--- src/rtl/board_eval_if.sv ---
// Avalon-MM bundle for board_eval: the register slave plus the SDRAM read/write master.
// Modport slave is the block's own view; modport master is the host/memory side.
interface board_eval_if;
    logic        slave_waitrequest;
    logic [3:0]  slave_address;
    logic        slave_read;
    logic [31:0] slave_readdata;
    logic        slave_write;
    logic [31:0] slave_writedata;
    logic        master_waitrequest;
    logic [31:0] master_address;
    logic        master_read;
    logic [31:0] master_readdata;
    logic        master_readdatavalid;
    logic        master_write;
    logic [31:0] master_writedata;

    modport slave (
        output slave_waitrequest, slave_readdata,
        input  slave_address, slave_read, slave_write, slave_writedata,
        input  master_waitrequest, master_readdata, master_readdatavalid,
        output master_address, master_read, master_write, master_writedata
    );

    modport master (
        input  slave_waitrequest, slave_readdata,
        output slave_address, slave_read, slave_write, slave_writedata,
        output master_waitrequest, master_readdata, master_readdatavalid,
        input  master_address, master_read, master_write, master_writedata
    );
endinterface

--- src/rtl/board_eval.sv ---
// Material evaluator: reads 64-byte boards over Avalon, writes one signed score per board.
// Define BOARD_EVAL_ARGMAX_EN to track the best-scoring board in registers 4/5.
module board_eval #(
    parameter int P_VAL = 100,
    parameter int N_VAL = 320,
    parameter int B_VAL = 330,
    parameter int R_VAL = 500,
    parameter int Q_VAL = 900,
    parameter int K_VAL = 20000
) (
    input logic         clk,
    input logic         rst,
    board_eval_if.slave bus
);
    typedef enum logic [2:0] {S_IDLE, S_CLEAR, S_RD, S_WAIT, S_WR, S_DONE} state_t;

    state_t             state;
    logic [31:0]        src_base, board_cnt, dst_base;
    logic [31:0]        rd_ptr, wr_ptr, board;
    logic [5:0]         square;
    logic signed [31:0] acc;
    logic               done, bad_code;
    logic               mst_read, mst_write;
    logic [31:0]        mst_address, mst_writedata, slv_readdata;
`ifdef BOARD_EVAL_ARGMAX_EN
    logic [31:0]        best_idx;
    logic signed [31:0] best_score;
`endif

    logic [7:0]         code, mag;
    logic signed [31:0] byte_val, acc_next;
    logic               byte_bad, start, reg0_stall;
    logic [31:0]        rd_mux;
    logic               unused_readdata_hi;

    assign unused_readdata_hi = ^bus.master_readdata[31:8];

    assign bus.master_read       = mst_read;
    assign bus.master_write      = mst_write;
    assign bus.master_address    = mst_address;
    assign bus.master_writedata  = mst_writedata;
    assign bus.slave_readdata    = slv_readdata;
    assign bus.slave_waitrequest = reg0_stall;

    assign code  = bus.master_readdata[7:0];
    // -128 has no positive twin; its 8-bit magnitude reads back as 128, which decodes as bad
    assign mag   = code[7] ? (~code + 8'd1) : code;
    assign start = bus.slave_write && (bus.slave_address == 4'd0) && (state == S_IDLE);
    assign reg0_stall = bus.slave_read && (bus.slave_address == 4'd0) && (state != S_IDLE);

    always_comb begin
        byte_bad = 1'b0;
        byte_val = '0;
        if (mag == 8'd0)       byte_val = '0;
        else if (mag <= 8'd8)  byte_val = 32'(P_VAL);
        else if (mag <= 8'd18) byte_val = 32'(R_VAL);
        else if (mag <= 8'd28) byte_val = 32'(N_VAL);
        else if (mag <= 8'd38) byte_val = 32'(B_VAL);
        else if (mag <= 8'd47) byte_val = 32'(Q_VAL);
        else if (mag == 8'd48) byte_val = 32'(K_VAL);
        else                   byte_bad = 1'b1;
        if (code[7]) byte_val = -byte_val;
        acc_next = acc + byte_val;
    end

    always_comb begin
        rd_mux = '0;
        case (bus.slave_address)
            4'd0: rd_mux = {30'd0, bad_code, done};
            4'd1: rd_mux = src_base;
            4'd2: rd_mux = board_cnt;
            4'd3: rd_mux = dst_base;
`ifdef BOARD_EVAL_ARGMAX_EN
            4'd4: rd_mux = best_idx;
            4'd5: rd_mux = best_score;
`endif
            default: rd_mux = '0;
        endcase
    end

    always_ff @(posedge clk or posedge rst) begin
        if (rst) begin
            state         <= S_IDLE;
            src_base      <= '0;
            board_cnt     <= '0;
            dst_base      <= '0;
            rd_ptr        <= '0;
            wr_ptr        <= '0;
            board         <= '0;
            square        <= '0;
            acc           <= '0;
            done          <= 1'b0;
            bad_code      <= 1'b0;
            mst_read      <= 1'b0;
            mst_write     <= 1'b0;
            mst_address   <= '0;
            mst_writedata <= '0;
            slv_readdata  <= '0;
`ifdef BOARD_EVAL_ARGMAX_EN
            best_idx      <= '0;
            best_score    <= '0;
`endif
        end else begin
            if (bus.slave_read && !reg0_stall)
                slv_readdata <= rd_mux;

            if (bus.slave_write && state == S_IDLE) begin
                case (bus.slave_address)
                    4'd1: src_base  <= bus.slave_writedata;
                    4'd2: board_cnt <= bus.slave_writedata;
                    4'd3: dst_base  <= bus.slave_writedata;
                    default: ;
                endcase
            end

            case (state)
                S_IDLE: begin
                    if (start) begin
                        state    <= S_CLEAR;
                        done     <= 1'b0;
                        bad_code <= 1'b0;
                    end
                end
                S_CLEAR: begin
                    acc      <= '0;
                    square   <= '0;
                    board    <= '0;
                    bad_code <= 1'b0;
                    rd_ptr   <= src_base;
                    wr_ptr   <= dst_base;
`ifdef BOARD_EVAL_ARGMAX_EN
                    best_idx   <= '1;
                    best_score <= {1'b1, 31'd0};
`endif
                    if (board_cnt == '0) begin
                        state <= S_DONE;
                        done  <= 1'b1;
                    end else begin
                        state       <= S_RD;
                        mst_read    <= 1'b1;
                        mst_address <= src_base;
                    end
                end
                S_RD: begin
                    if (!bus.master_waitrequest) begin
                        mst_read <= 1'b0;
                        state    <= S_WAIT;
                    end
                end
                S_WAIT: begin
                    if (bus.master_readdatavalid) begin
                        acc    <= acc_next;
                        rd_ptr <= rd_ptr + 32'd1;
                        if (byte_bad) bad_code <= 1'b1;
                        if (square == 6'd63) begin
                            state         <= S_WR;
                            mst_write     <= 1'b1;
                            mst_address   <= wr_ptr;
                            mst_writedata <= acc_next;
                        end else begin
                            square      <= square + 6'd1;
                            state       <= S_RD;
                            mst_read    <= 1'b1;
                            mst_address <= rd_ptr + 32'd1;
                        end
                    end
                end
                S_WR: begin
                    if (!bus.master_waitrequest) begin
                        mst_write <= 1'b0;
                        board     <= board + 32'd1;
                        acc       <= '0;
                        square    <= '0;
                        wr_ptr    <= wr_ptr + 32'd4;
`ifdef BOARD_EVAL_ARGMAX_EN
                        // strict compare: on a tie the earlier board keeps the title
                        if (acc > best_score) begin
                            best_idx   <= board;
                            best_score <= acc;
                        end
`endif
                        if (board == board_cnt - 32'd1) begin
                            state <= S_DONE;
                            done  <= 1'b1;
                        end else begin
                            state       <= S_RD;
                            mst_read    <= 1'b1;
                            mst_address <= rd_ptr;
                        end
                    end
                end
                S_DONE: state <= S_IDLE;
                default: state <= S_IDLE;
            endcase
        end
    end
endmodule
--- src/flat_wrapper.sv ---
// flat-port wrapper written by rule: the top's interface ports become plain ports
module board_eval_flat 
#(
    parameter int P_VAL = 100,
    parameter int N_VAL = 320,
    parameter int B_VAL = 330,
    parameter int R_VAL = 500,
    parameter int Q_VAL = 900,
    parameter int K_VAL = 20000
)
  (clk, rst, bus_slave_waitrequest, bus_slave_readdata, bus_slave_address, bus_slave_read, bus_slave_write, bus_slave_writedata, bus_master_waitrequest, bus_master_readdata, bus_master_readdatavalid, bus_master_address, bus_master_read, bus_master_write, bus_master_writedata);
  board_eval_if bus_i ();
  input logic clk;
  input logic rst;
  output wire logic [$bits(bus_i.slave_waitrequest)-1:0] bus_slave_waitrequest;
  output wire logic [$bits(bus_i.slave_readdata)-1:0] bus_slave_readdata;
  input wire logic [$bits(bus_i.slave_address)-1:0] bus_slave_address;
  input wire logic [$bits(bus_i.slave_read)-1:0] bus_slave_read;
  input wire logic [$bits(bus_i.slave_write)-1:0] bus_slave_write;
  input wire logic [$bits(bus_i.slave_writedata)-1:0] bus_slave_writedata;
  input wire logic [$bits(bus_i.master_waitrequest)-1:0] bus_master_waitrequest;
  input wire logic [$bits(bus_i.master_readdata)-1:0] bus_master_readdata;
  input wire logic [$bits(bus_i.master_readdatavalid)-1:0] bus_master_readdatavalid;
  output wire logic [$bits(bus_i.master_address)-1:0] bus_master_address;
  output wire logic [$bits(bus_i.master_read)-1:0] bus_master_read;
  output wire logic [$bits(bus_i.master_write)-1:0] bus_master_write;
  output wire logic [$bits(bus_i.master_writedata)-1:0] bus_master_writedata;
  assign bus_slave_waitrequest = bus_i.slave_waitrequest;
  assign bus_slave_readdata = bus_i.slave_readdata;
  assign bus_i.slave_address = bus_slave_address;
  assign bus_i.slave_read = bus_slave_read;
  assign bus_i.slave_write = bus_slave_write;
  assign bus_i.slave_writedata = bus_slave_writedata;
  assign bus_i.master_waitrequest = bus_master_waitrequest;
  assign bus_i.master_readdata = bus_master_readdata;
  assign bus_i.master_readdatavalid = bus_master_readdatavalid;
  assign bus_master_address = bus_i.master_address;
  assign bus_master_read = bus_i.master_read;
  assign bus_master_write = bus_i.master_write;
  assign bus_master_writedata = bus_i.master_writedata;
  board_eval #(.P_VAL(P_VAL), .N_VAL(N_VAL), .B_VAL(B_VAL), .R_VAL(R_VAL), .Q_VAL(Q_VAL), .K_VAL(K_VAL)) u_core (.clk(clk), .rst(rst), .bus(bus_i));
endmodule
--- config.mk ---
export PLATFORM = sky130hd
export DESIGN_NAME = board_eval_flat
export DESIGN_NICKNAME = d
export VERILOG_FILES = /design/src/rtl/board_eval_if.sv /design/src/rtl/board_eval.sv /design/src/flat_wrapper.sv
export SDC_FILE = /design/constraint.sdc
export NUM_CORES = 1
export LEC_CHECK = 0
export BUFFER_PORTS_ARGS = -buffer_cell sky130_fd_sc_hd__buf_2
export CAP_MARGIN = 10
export CORE_MARGIN = 1.5
export CORE_UTILIZATION = 55
export CTS_CLUSTER_SIZE = 24
export DETAILED_ROUTE_END_ITERATION = 10
export PLACE_DENSITY = 0.77
export SYNTH_ARGS = -nofsm -noshare
export SYNTH_HDL_FRONTEND = slang
export SYNTH_SLANG_ARGS = --single-unit
--- constraint.sdc ---
create_clock -name clk -period 12.3 [get_ports clk]
set_input_delay 3.69 -clock clk [delete_from_list [all_inputs] [get_ports clk]]
set_output_delay 3.69 -clock clk [all_outputs]
set_load 0.02 [all_outputs]
==> summary.md <==
| Metric | Value |
|---|---|
| Total iterations of the first detailed-routing run | 5 |
| Sequential share of the synthesized area | 41.87% |
| Drt wl/cell | 21.30 µm |
| Core Area | 35480 µm² |
| Top post-synthesis cells by area | dfrtp_1 42%, mux2_2 5.9%, a21oi_1 4.9% |
| Number of vias per cell | 6.481 |
| Slack of the critical path | 2598 ps |
| Synth Cell Area | 19780 µm² |
| Fill cells | 3010 |
| Async set-or-reset flop fraction in the synthesized netlist | 100.0% |
| Syn. warnings | 0 |
| CP most frequent cell | o21ai_0 |
| Worst Path Max Fanout | 23 |
| Clock Tree Root | clkbuf_16 |
| WS Path Type | primary input to flip-flop |
| Setup total negative slack | 0 ps |
| Max Transition Viols Final | 0 |
| Unrepaired setup endpoints after global routing | no |
| MaxCap Viol Count | 0 |
| Clk slew on worst S/H paths | 60 ps |
| Row cnt | 69 |
| Slew HR | 23.12% |
| Switching share of power | 41.39% |
| Clk_lat worst skew | 580 ps |
| CTS sink cnt | 331 |
| Post-DP HPWL | 40970 µm |
| Commonest cells post-synth | 331 x dfrtp_1, 247 x nand2_1, 239 x nor2_1 |
| Number of diodes | 0 |
| Post-place setup slack | 2069 ps |
| Slowest CP cell | nor2_1 |
| Post-synth EDFFs | 0 |
| CP endpoint kind | flip-flop |
| DR iter-0 viols | 1601 |
| Power Density | 221.3 nW/µm² |
| Final antenna-violating net count | 0 |
| Switching Power | 2022 µW |
| Initial Util | 55.75% |
| First-pass GRT wire length | 92160 µm |
| Finished layout cell area | 22080 µm² |
| Reg area | 8283 µm² |
| Syn avg cell area | 8.879 µm² |
| HP Class | flip-flop to flip-flop |
| Post-synth top area share | 41.87% |
| Clock network power share | 23.9% |
| Share of the cycle needed by the critical path after routing | 78.88% |
| CTS H-tree depth | 2 |
| Worst hold slack | 467.3 ps |
| Slew of the pin with the lowest slew margin | 1153 ps |
| Peak supply drop | 0.1496 mV |
| CP required | 12760 ps |
| Pin count of the biggest net entering global routing | 170 |
| Die W | 192.6 µm |
| Gr ovfl total | 0 |
| Placer congestion estimate | 0.9185 |
| Total Nets Final | 2417 |
| Syn Inst Count | 2228 |
| Combinational power share | 36.1% |
| Largest area contributor in the netlist | dfrtp_1 |
| CTS tree | done |
| Synth-to-Final Area Change | 11.63% |
| Final wirelength | 59250 µm |
| Yosys reg bits | 331 |
| Final Hold Vio Count | 0 |
| Gr usage total | 31.81% |
| Netlist cell types | 79 |
| Multi-input logic area | 10850 µm² |
| CTS Hold Bufs | 0 |
| Setup bufs post-CTS | 0 |
| Initial antenna violation count | 0 |
| Vias | 18023 |
| CP Cell Sequence | buf_2 -> inv_1 -> a21o_1 -> a32o_1 -> a21boi_0 -> o21ai_0 -> nor2_1 -> o21ai_0 -> ha_1 -> a21bo_2 -> nor2_1 -> ha_1 -> a21o_1 -> ha_1 -> a211oi_1 -> nand2_1 -> o211ai_1 -> a21oi_1 -> o31ai_1 -> o21ai_0 -> a2111oi_0 -> nor3_1 -> o21ai_0 |
| FMAX | 103.1 MHz |
| Clock Path Buffers | 3 |
| Setup Skew | 13.49 ps |
| Die footprint | 37110 µm² |
| Critical path launch point type | primary input |
| Part of the power in registers | 40.0% |
| Number of buffers created by CTS | 38 |
| Die height | 192.6 µm |
| Top_reg_cell synth | dfrtp_1 |
| Drc violations | 0 |
| Synthesized net count | 2348 |
| Endpoints failing setup | 0 |
| Placed instance area | 20820 µm² |
| Vias in the first global route | 16872 |
| I/O Pins | 173 |
| Lkg Pwr | 0.009926 µW |
| CP peak stage delay | 640 ps |
| Min Tclk post-route | 9702 ps |
| CP arrival | 10170 ps |
| Most frequent cell after synthesis | dfrtp_1 |
| Port bufs | 147 |
| # resized after CTS | 0 |
| Layout cells sized above 1 | 15.91% |
| Status | complete, no violations |
| Cell-internal power | 2864 µW |
## worst max-delay path: cells and delay by family
family / cells / cell delay (ps)
buffers and inverters: 2 / 750
adder cells (fa/ha/maj): 3 / 990
AND/OR/NAND/NOR: 4 / 950
AO/OA/AOI/OAI: 14 / 3770
## cells in the final DEF, fill, tap and decap left out, types with 11 or more instances in the layout
cell type and count:
dfrtp_1 331, nand2_1 247, nor2_1 231, a21oi_1 195, o21ai_0 152, buf_2 147, mux2_2 104, nand3_1 69
xor2_1 64, a22o_1 60, xnor2_1 55, ha_1 45, clkbuf_16 38, a31oi_1 36, and3_1 35, nand4_1 29
buf_4 29, nor3_1 28, inv_1 27, o211ai_1 26, o22ai_1 26, a211oi_1 24, o31a_1 21, a221o_1 18
a22oi_1 17, nand2b_1 15, a21o_1 15, o31ai_1 15, and2_1 14, nor4_1 14, or4_1 11
## stage by stage
step | total power, µW | std cells | utilization (%)
after global routing | 5162 | 2781 | 62.23
after global placement | 3601 | 2718 | 58.67
after detailed placement | 3683 | 2718 | 58.67
after CTS | 4861 | 2781 | 62.23
after floorplan | 3093 | 2228 | -
final | 4886 | 2781 | 62.23
## worst paths after layout
| path | start | end | slack, ps | cells past startpoint |
|---|---|---|---|---|
| worst max register to register | u_core.board_cnt[6] | u_core.bus.master_address[18] | 7820 | 10 |
| max in group asynchronous | rst | u_core.board[24] | 7610 | 4 |
| worst max-delay path | bus_master_readdata[7] | u_core.bus.master_writedata[29] | 2600 | 23 |
| worst min register to register | u_core.bus.master_writedata[11] | u_core.bus.master_writedata[11] | 470 | 2 |
| min in group asynchronous | rst | u_core.bus.master_address[12] | 3260 | 3 |
| worst min-delay path | u_core.bus.master_writedata[11] | u_core.bus.master_writedata[11] | 470 | 2 |
## layout make-up
class | instances | share of cell area, %
clock buffer | 49 | 4.720
clock inverter | 14 | 1.009
inverter | 29 | 0.5100
multi-input combinational | 1719 | 49.14
sequential | 331 | 37.51
tap | 461 | 2.612
timing repair buffer | 178 | 4.499
## registers in the layout, summed over array words and instances (netlist names), 31 cells and up
name / count
u_core.board: 32
u_core.bus.slave_readdata: 32
u_core.bus.master_address: 32
u_core.src_base: 32
u_core.dst_base: 32
u_core.board_cnt: 32
u_core.acc: 31
u_core.wr_ptr: 32
u_core.rd_ptr: 32
u_core.bus.master_writedata: 31
## routing by layer
| layer | global-route usage, % | wire [µm] | up-vias |
|---|---|---|---|
| li1 | - | - | 8252 |
| met1 | 41.99 | 24230 | 8882 |
| met2 | 50.15 | 27730 | 724 |
| met3 | 4.983 | 4162 | 165 |
| met4 | 17.38 | 3126 | 0 |
| met5 | 0 | 0 | - |
## logic make-up (layout without fill, tap and decap cells)
| group | Yosys count | after routing | share of synthesized area (%) |
|---|---|---|---|
| and+or+nand+nor | 766 | 766 | 18.03 |
| AOI/OAI and AO/OA | 678 | 678 | 22.14 |
| DFF | 331 | 331 | 41.87 |
| buffers and inverters | 178 | 270 | 3.542 |
| xor gates and xnor gates | 119 | 119 | 5.269 |
| muxes | 109 | 109 | 6.173 |
| adders and majority gates | 46 | 46 | 2.948 |
| other | 1 | 1 | 0.01896 |
## power groups by stage
stage / sequential, µW / clock [µW] / combinational (µW)
6_report: 1960 / 1170 / 1760
5_1_grt: 1990 / 1220 / 1950
4_1_cts: 1930 / 1180 / 1750
3_5_place_dp: 1940 / 0 / 1740
3_3_place_gp: 1920 / 0 / 1680
2_1_floorplan: 1790 / 0 / 1300
No activity file was read; power rests on OpenSTA's default activity.
